$ cat config.mk
export PLATFORM = sky130hd
export DESIGN_NAME = muldiv_sequencer_flat
export DESIGN_NICKNAME = d
export VERILOG_FILES = /design/src/rtl/muldiv_pkg.sv /design/src/rtl/muldiv_if.sv /design/src/rtl/muldiv_step.sv /design/src/rtl/muldiv_sequencer.sv /design/src/flat_wrapper.sv
export SDC_FILE = /design/constraint.sdc
export NUM_CORES = 1
export LEC_CHECK = 0
export CORE_AREA = 2 2 213 152
export CTS_CLUSTER_DIAMETER = 80
export DETAILED_ROUTE_END_ITERATION = 10
export DIE_AREA = 0 0 215 154
export GPL_ROUTABILITY_DRIVEN = 0
export PLACE_DENSITY = 0.75
export SLEW_MARGIN = 20
export SYNTH_ARGS = -nofsm -noshare
export SYNTH_HDL_FRONTEND = slang
export SYNTH_SLANG_ARGS = --single-unit
$ cat constraint.sdc
create_clock -name clk -period 5.4 [get_ports clk]
set_input_delay 0.81 -clock clk [delete_from_list [all_inputs] [get_ports clk]]
set_output_delay 0.81 -clock clk [all_outputs]
set_load 0.02 [all_outputs]
$ cat src/rtl/muldiv_pkg.sv
// rtl/muldiv_pkg.sv - shared types and constants for the mult/div engine
package muldiv_pkg;

    localparam int DEFAULT_WIDTH = 32;

    localparam logic OP_MULT = 1'b0;
    localparam logic OP_DIV  = 1'b1;

    typedef enum logic [1:0] {
        IDLE,
        RUN,
        FIX,
        DONE
    } state_t;

    // Cycles from the start-sampling edge to the done cycle of a normal operation.
    function automatic int latency(input int width = DEFAULT_WIDTH);
        return width + 2;
    endfunction

endpackage

$ cat src/rtl/muldiv_if.sv
// rtl/muldiv_if.sv - start/busy/done handshake and result bus of the mult/div engine
// master: control unit (drives start, op, a, b)
// slave:  muldiv_sequencer (drives busy, done, load_hi, load_lo, hi_out, lo_out, div_zero)
interface muldiv_if
    import muldiv_pkg::*;
#(
    parameter int WIDTH = DEFAULT_WIDTH
);
    logic             start;
    logic             op;
    logic [WIDTH-1:0] a;
    logic [WIDTH-1:0] b;
    logic             busy;
    logic             done;
    logic             load_hi;
    logic             load_lo;
    logic [WIDTH-1:0] hi_out;
    logic [WIDTH-1:0] lo_out;
    logic             div_zero;

    modport master (
        output start, op, a, b,
        input  busy, done, load_hi, load_lo, hi_out, lo_out, div_zero
    );

    modport slave (
        input  start, op, a, b,
        output busy, done, load_hi, load_lo, hi_out, lo_out, div_zero
    );

endinterface

$ cat src/rtl/muldiv_step.sv
// rtl/muldiv_step.sv - one shift-add (mult) or restoring shift-subtract (div) iteration
// op:       OP_MULT / OP_DIV
// acc_in:   accumulator (mult: partial product; div: {remainder, quotient})
// operand:  multiplicand magnitude (mult) or divisor magnitude (div)
// shift_in: next multiplier bit (mult) or next dividend bit (div), MSB first
// acc_out:  accumulator after this iteration
module muldiv_step
    import muldiv_pkg::*;
#(
    parameter int WIDTH = DEFAULT_WIDTH
) (
    input  logic               op,
    input  logic [2*WIDTH-1:0] acc_in,
    input  logic [WIDTH-1:0]   operand,
    input  logic               shift_in,
    output logic [2*WIDTH-1:0] acc_out
);

    // Remainder shifted left with the next dividend bit; one extra bit so the
    // compare against the divisor never overflows.
    logic [WIDTH:0] trial;

    always_comb begin
        acc_out = '0;
        trial   = {acc_in[2*WIDTH-1:WIDTH], shift_in};
        if (op == OP_MULT) begin
            acc_out = {acc_in[2*WIDTH-2:0], 1'b0}
                    + (shift_in ? {{WIDTH{1'b0}}, operand} : '0);
        end else if (trial >= {1'b0, operand}) begin
            // Difference is below the divisor, so it fits in WIDTH bits.
            acc_out = {trial[WIDTH-1:0] - operand, acc_in[WIDTH-2:0], 1'b1};
        end else begin
            acc_out = {trial[WIDTH-1:0], acc_in[WIDTH-2:0], 1'b0};
        end
    end

endmodule

$ cat src/rtl/muldiv_sequencer.sv
// rtl/muldiv_sequencer.sv - iterative signed mult/div engine with its own sequencer
// clk:   system clock, rising edge
// reset: synchronous, active-low
// bus:   muldiv_if slave (start/op/a/b in; busy/done/load_hi/load_lo/hi_out/lo_out/div_zero out)
module muldiv_sequencer
    import muldiv_pkg::*;
#(
    parameter int WIDTH = DEFAULT_WIDTH,
    parameter int CNT_W = $clog2(WIDTH)
) (
    input  logic     clk,
    input  logic     reset,
    muldiv_if.slave  bus
);

    state_t             state_q, state_d;
    logic               op_q;
    logic               sign_a_q;
    logic               sign_b_q;
    logic               dz_q;
    logic [WIDTH-1:0]   mag_a_q;     // shifted out MSB first, one bit per RUN cycle
    logic [WIDTH-1:0]   mag_b_q;
    logic [2*WIDTH-1:0] acc_q;
    logic [2*WIDTH-1:0] acc_step;
    logic [CNT_W-1:0]   cnt_q;
    logic [WIDTH-1:0]   hi_q;
    logic [WIDTH-1:0]   lo_q;

    logic [WIDTH-1:0]   a_mag;
    logic [WIDTH-1:0]   b_mag;
    logic               start_dz;

    // |0x80000000| wraps back to 0x80000000, which is the correct unsigned magnitude.
    assign a_mag    = bus.a[WIDTH-1] ? -bus.a : bus.a;
    assign b_mag    = bus.b[WIDTH-1] ? -bus.b : bus.b;
    assign start_dz = (bus.op == OP_DIV) && (bus.b == '0);

    muldiv_step #(
        .WIDTH (WIDTH)
    ) u_step (
        .op       (op_q),
        .acc_in   (acc_q),
        .operand  (mag_b_q),
        .shift_in (mag_a_q[WIDTH-1]),
        .acc_out  (acc_step)
    );

    always_ff @(posedge clk) begin
        if (!reset) begin
            state_q <= IDLE;
        end else begin
            state_q <= state_d;
        end
    end

    always_comb begin
        state_d      = state_q;
        bus.busy     = 1'b0;
        bus.done     = 1'b0;
        bus.load_hi  = 1'b0;
        bus.load_lo  = 1'b0;
        bus.div_zero = 1'b0;
        case (state_q)
            IDLE: begin
                if (bus.start) begin
                    state_d = start_dz ? DONE : RUN;
                end
            end
            RUN: begin
                bus.busy = 1'b1;
                if (cnt_q == '0) begin
                    state_d = FIX;
                end
            end
            FIX: begin
                bus.busy = 1'b1;
                state_d  = DONE;
            end
            DONE: begin
                bus.busy     = 1'b1;
                bus.done     = 1'b1;
                bus.load_hi  = !dz_q;
                bus.load_lo  = !dz_q;
                bus.div_zero = dz_q;
                state_d      = IDLE;
            end
            default: state_d = IDLE;
        endcase
    end

    always_ff @(posedge clk) begin
        if (!reset) begin
            op_q     <= OP_MULT;
            sign_a_q <= 1'b0;
            sign_b_q <= 1'b0;
            dz_q     <= 1'b0;
            mag_a_q  <= '0;
            mag_b_q  <= '0;
            acc_q    <= '0;
            cnt_q    <= '0;
            hi_q     <= '0;
            lo_q     <= '0;
        end else begin
            case (state_q)
                IDLE: begin
                    if (bus.start) begin
                        op_q     <= bus.op;
                        sign_a_q <= bus.a[WIDTH-1];
                        sign_b_q <= bus.b[WIDTH-1];
                        mag_a_q  <= a_mag;
                        mag_b_q  <= b_mag;
                        dz_q     <= start_dz;
                        cnt_q    <= CNT_W'(WIDTH - 1);
                        if (!start_dz) begin
                            acc_q <= '0;
                        end
                    end
                end
                RUN: begin
                    acc_q   <= acc_step;
                    mag_a_q <= {mag_a_q[WIDTH-2:0], 1'b0};
                    cnt_q   <= cnt_q - CNT_W'(1);
                end
                FIX: begin
                    if (op_q == OP_MULT) begin
                        {hi_q, lo_q} <= (sign_a_q ^ sign_b_q) ? -acc_q : acc_q;
                    end else begin
                        // Truncating division: remainder follows the dividend's sign.
                        lo_q <= (sign_a_q ^ sign_b_q) ? -acc_q[WIDTH-1:0] : acc_q[WIDTH-1:0];
                        hi_q <= sign_a_q ? -acc_q[2*WIDTH-1:WIDTH] : acc_q[2*WIDTH-1:WIDTH];
                    end
                end
                default: ;
            endcase
        end
    end

    assign bus.hi_out = hi_q;
    assign bus.lo_out = lo_q;

endmodule

$ cat src/flat_wrapper.sv
// flat-port wrapper written by rule: the top's interface ports become plain ports
module muldiv_sequencer_flat import muldiv_pkg::*;
#(
    parameter int WIDTH = DEFAULT_WIDTH,
    parameter int CNT_W = $clog2(WIDTH)
)
  (clk, reset, bus_start, bus_op, bus_a, bus_b, bus_busy, bus_done, bus_load_hi, bus_load_lo, bus_hi_out, bus_lo_out, bus_div_zero);
  muldiv_if #(.WIDTH(WIDTH)) bus_i ();
  input  logic clk;
  input  logic reset;
  input wire logic [$bits(bus_i.start)-1:0] bus_start;
  input wire logic [$bits(bus_i.op)-1:0] bus_op;
  input wire logic [$bits(bus_i.a)-1:0] bus_a;
  input wire logic [$bits(bus_i.b)-1:0] bus_b;
  output wire logic [$bits(bus_i.busy)-1:0] bus_busy;
  output wire logic [$bits(bus_i.done)-1:0] bus_done;
  output wire logic [$bits(bus_i.load_hi)-1:0] bus_load_hi;
  output wire logic [$bits(bus_i.load_lo)-1:0] bus_load_lo;
  output wire logic [$bits(bus_i.hi_out)-1:0] bus_hi_out;
  output wire logic [$bits(bus_i.lo_out)-1:0] bus_lo_out;
  output wire logic [$bits(bus_i.div_zero)-1:0] bus_div_zero;
  assign bus_i.start = bus_start;
  assign bus_i.op = bus_op;
  assign bus_i.a = bus_a;
  assign bus_i.b = bus_b;
  assign bus_busy = bus_i.busy;
  assign bus_done = bus_i.done;
  assign bus_load_hi = bus_i.load_hi;
  assign bus_load_lo = bus_i.load_lo;
  assign bus_hi_out = bus_i.hi_out;
  assign bus_lo_out = bus_i.lo_out;
  assign bus_div_zero = bus_i.div_zero;
  muldiv_sequencer #(.WIDTH(WIDTH), .CNT_W(CNT_W)) u_core (.clk(clk), .reset(reset), .bus(bus_i));
endmodule
==> results.py <==
metrics = {
    "status": {
        "run_status": "complete, no violations",
    },
    "yosys": {
        "synth_commonest_cells": "nor2_1, dfxtp_1, nand2_1",
        "synth_edf_count": 0,
        "syn_avg_cell_area_um2": 7.47,
        "synth_cell_types": 76,
        "syn_area_um2": 15400,
        "synth-async-reset-ratio": 0,
        "yosysTopAreaCellShare": 0.264,
        "yosys.cell_count.top_type": "nor2_1",
        "synth.area.top_cells": "dfxtp_1, xor2_1, ha_1, nor2_1, xnor2_1",
        "synthCells": 2061,
        "yosys.area.top_type": "dfxtp_1",
        "synth_nets": 2207,
        "ys_seq_area_frac": 0.264,
        "ys.warnings.count": 0,
        "ys_seq_elements": 203,
        "synth_ff_type": "dfxtp_1",
    },
    "drt": {
        "ant_nets": 0,
        "vias": 15600,
        "drtPass1Iterations": 7,
        "drt_wl_total_um": 48500,
        "wire_per_inst_um": 19.2,
        "routed_via_density": 6.18,
        "drt_iter0_drc": 1639,
        "drc": 0,
    },
    "floorplanning": {
        "core_area_um2": 30900,
        "ioPinCount": 137,
        "start_util": 0.498,
        "row_count": 54,
        "die_h_um": 154,
        "die_w_um": 215,
        "dieArea_um2": 33100,
    },
    "worst_setup_path": {
        "endpoint": "u_core.acc_q[61]$_SDFFE_PN0P_",
        "cp.arrival_ns": 4.58,
        "startpoint_type": "register",
        "critPathMaxFanout": 20,
        "reg2reg_slack_ns": 1.26,
        "slowest_delay_ns": 0.53,
        "crit_slowest_cell": "nor3_1",
        "cp_cell_sequence": "inv_1 > buf_4 > nor2_1 > ha_1 > nand2_1 > or3_1 > o211ai_1 > a21oi_1 > o31a_1 > nor3_1 > nand4_1 > xor2_1 > o211ai_1",
        "cp_common_cell": "o211ai_1",
        "cp.required_ns": 5.84,
        "critPathLaunch": "u_core.mag_a_q[31]$_SDFFE_PN0P_",
        "rr_startpoint": "u_core.mag_a_q[31]$_SDFFE_PN0P_",
        "end_kind": "register",
        "path_class": "register to register",
        "reg2reg_to": "u_core.acc_q[61]$_SDFFE_PN0P_",
        "r2r.worst_path.cells": 13,
    },
    "sta": {
        "slew-limit-headroom": 0.272,
        "setup_tns_ns": 0,
        "skew_ns": 0.0178,
        "rsz0062_at_grt": "no",
        "fmax_mhz": 242,
        "holdWs_ns": 0.453,
        "hold_viol_final": 0,
        "setup_viol": 0,
        "finalMaxSlewViolations": 0,
        "period_needed_ns": 4.14,
        "fin_crit_sh": 0.767,
        "worst_pin_slew_ns": 1.09,
    },
    "grt": {
        "grt_usage": 0.283,
        "grt_pass1_vias": 14000,
        "grt_max_degree": 88,
        "antenna_found_initial": 0,
        "grt-ovfl-total": 0,
        "grt_pass1_wl_um": 76700,
    },
    "cells_and_area": {
        "finalInstanceArea_um2": 17700,
        "n_antenna_cell": 0,
        "nets": 2240,
        "area_growth_pct": 14.8,
        "fin_cells": 2529,
        "drive_gt1_frac": 0.0427,
    },
    "power": {
        "p_leak_uw": 0.00653,
        "ir_worst_vdd_uv": 289,
        "powerDensity_nw_per_um2": 378,
    },
    "clocking": {
        "clk_path_buf_depth": 3,
        "holdBufCountCts": 0,
        "root_buffer": "clkbuf_16",
        "clk_latency_ns": 0.53,
        "cts_sinks": 203,
        "htreeDepth": 1,
        "clkTransAtPathRegs_ns": 0.07,
        "postCtsResizedCells": 0,
        "cts_buffers": 23,
        "cts_tree": "done",
        "cts_setup_buffers": 0,
    },
    "placement": {
        "dp.cells": 2489,
        "hpwl_um": 37000,
        "place_area_um2": 16900,
        "port-buffer-count": 136,
    },
    "min_path": {
        "hold_class": "register to register",
    },
    "run": {
        "maxCapViolCount": 0,
    },
}
==> stage by stage <==
step            util  setup slack (ns)  power [uW]
2_1_floorplan      -              1.86        4060
3_3_place_gp   0.547              1.26        4960
3_5_place_dp   0.547              1.18        5040
4_1_cts        0.571              1.39        6630
5_1_grt        0.571              1.02        7060
6_report       0.571              1.26        6680
==> routing by layer <==
metal / vias up / global-route usage / part of all wire
met4: 0 / 0.0647 / 0.021
met2: 866 / 0.384 / 0.37
met3: 81 / 0.0833 / 0.13
met5: - / 0 / 0
li1: 7533 / - / -
met1: 7148 / 0.432 / 0.47
==> critical path: cells and delay by family (launching register included) <==
| kind | cells | cell delay, ns |
|---|---|---|
| AOI/OAI and AO/OA | 4 | 1.18 |
| xor gates and xnor gates | 1 | 0.19 |
| and+or+nand+nor | 5 | 1.29 |
| buffers and inverters | 2 | 0.63 |
| adders and majority gates | 1 | 0.40 |
| DFF | 1 | 0.35 |
==> report_power, final <==
part,switching [uW],internal [uW],total (uW)
Combinational,1960,1110,3080
Sequential,198,1810,2000
Clock,665,934,1600
==> final cells by class <==
type | count | area [um2]
Sequential cell | 203 | 4070
Fill cell | 2888 | 13300
Inverter | 72 | 273
Tap cell | 420 | 526
Multi-Input combinational cell | 1636 | 10500
Timing Repair Buffer | 158 | 1520
Clock inverter | 13 | 163
Clock buffer | 27 | 591
==> layout by cell type (no fill, tap or decap), types with 24 or more instances in the layout <==
master | netlist | final
dfxtp_1 | 203 | 202
nor2_1 | 233 | 233
clkdlybuf4s50_1 | 0 | 135
nor3_1 | 42 | 42
o21ai_0 | 104 | 103
nand3_1 | 55 | 55
inv_1 | 71 | 71
xnor2_1 | 91 | 90
xor2_1 | 110 | 110
a22oi_1 | 24 | 24
ha_1 | 76 | 75
mux2i_1 | 31 | 31
nand2_1 | 196 | 196
a21oi_1 | 150 | 150
a211oi_1 | 101 | 100
o31ai_1 | 33 | 33
nand4_1 | 29 | 29
o21ai_1 | 36 | 36
or3_1 | 31 | 31
==> cells by family after synthesis <==
group,after synthesis,share of synthesized area
DFF,203,0.264
muxes,37,0.0245
AOI/OAI and AO/OA,619,0.263
and+or+nand+nor,701,0.215
xor gates and xnor gates,201,0.114
buffers and inverters,222,0.0546
adders and majority gates,78,0.0644
==> worst min path at each step <==
stage / startpoint / endpoint / slack (ns) / cells after the start
finish: u_core.mag_a_q[3]$_SDFFE_PN0P_ / u_core.mag_a_q[3]$_SDFFE_PN0P_ / 0.45 / 2
global route: u_core.mag_a_q[9]$_SDFFE_PN0P_ / u_core.mag_a_q[9]$_SDFFE_PN0P_ / 0.47 / 2
CTS: u_core.mag_a_q[9]$_SDFFE_PN0P_ / u_core.mag_a_q[9]$_SDFFE_PN0P_ / 0.45 / 2
detailed placement: u_core.mag_a_q[9]$_SDFFE_PN0P_ / u_core.mag_a_q[9]$_SDFFE_PN0P_ / 0.45 / 2
global placement: u_core.mag_a_q[20]$_SDFFE_PN0P_ / u_core.mag_a_q[20]$_SDFFE_PN0P_ / 0.44 / 2
floorplan: u_core.mag_a_q[20]$_SDFFE_PN0P_ / u_core.mag_a_q[20]$_SDFFE_PN0P_ / 0.43 / 2
==> flip-flops by register name, indices dropped and copies added (netlist names) <==
register	flops
u_core.sign_a_q	1
u_core.mag_a_q	32
u_core.cnt_q	5
u_core.op_q	1
u_core.state_q	2
u_core.bus.hi_out	32
u_core.dz_q	1
u_core.bus.lo_out	32
u_core.sign_b_q	1
u_core.acc_q	64
u_core.mag_b_q	32
No activity file was read; power rests on OpenSTA's default activity.
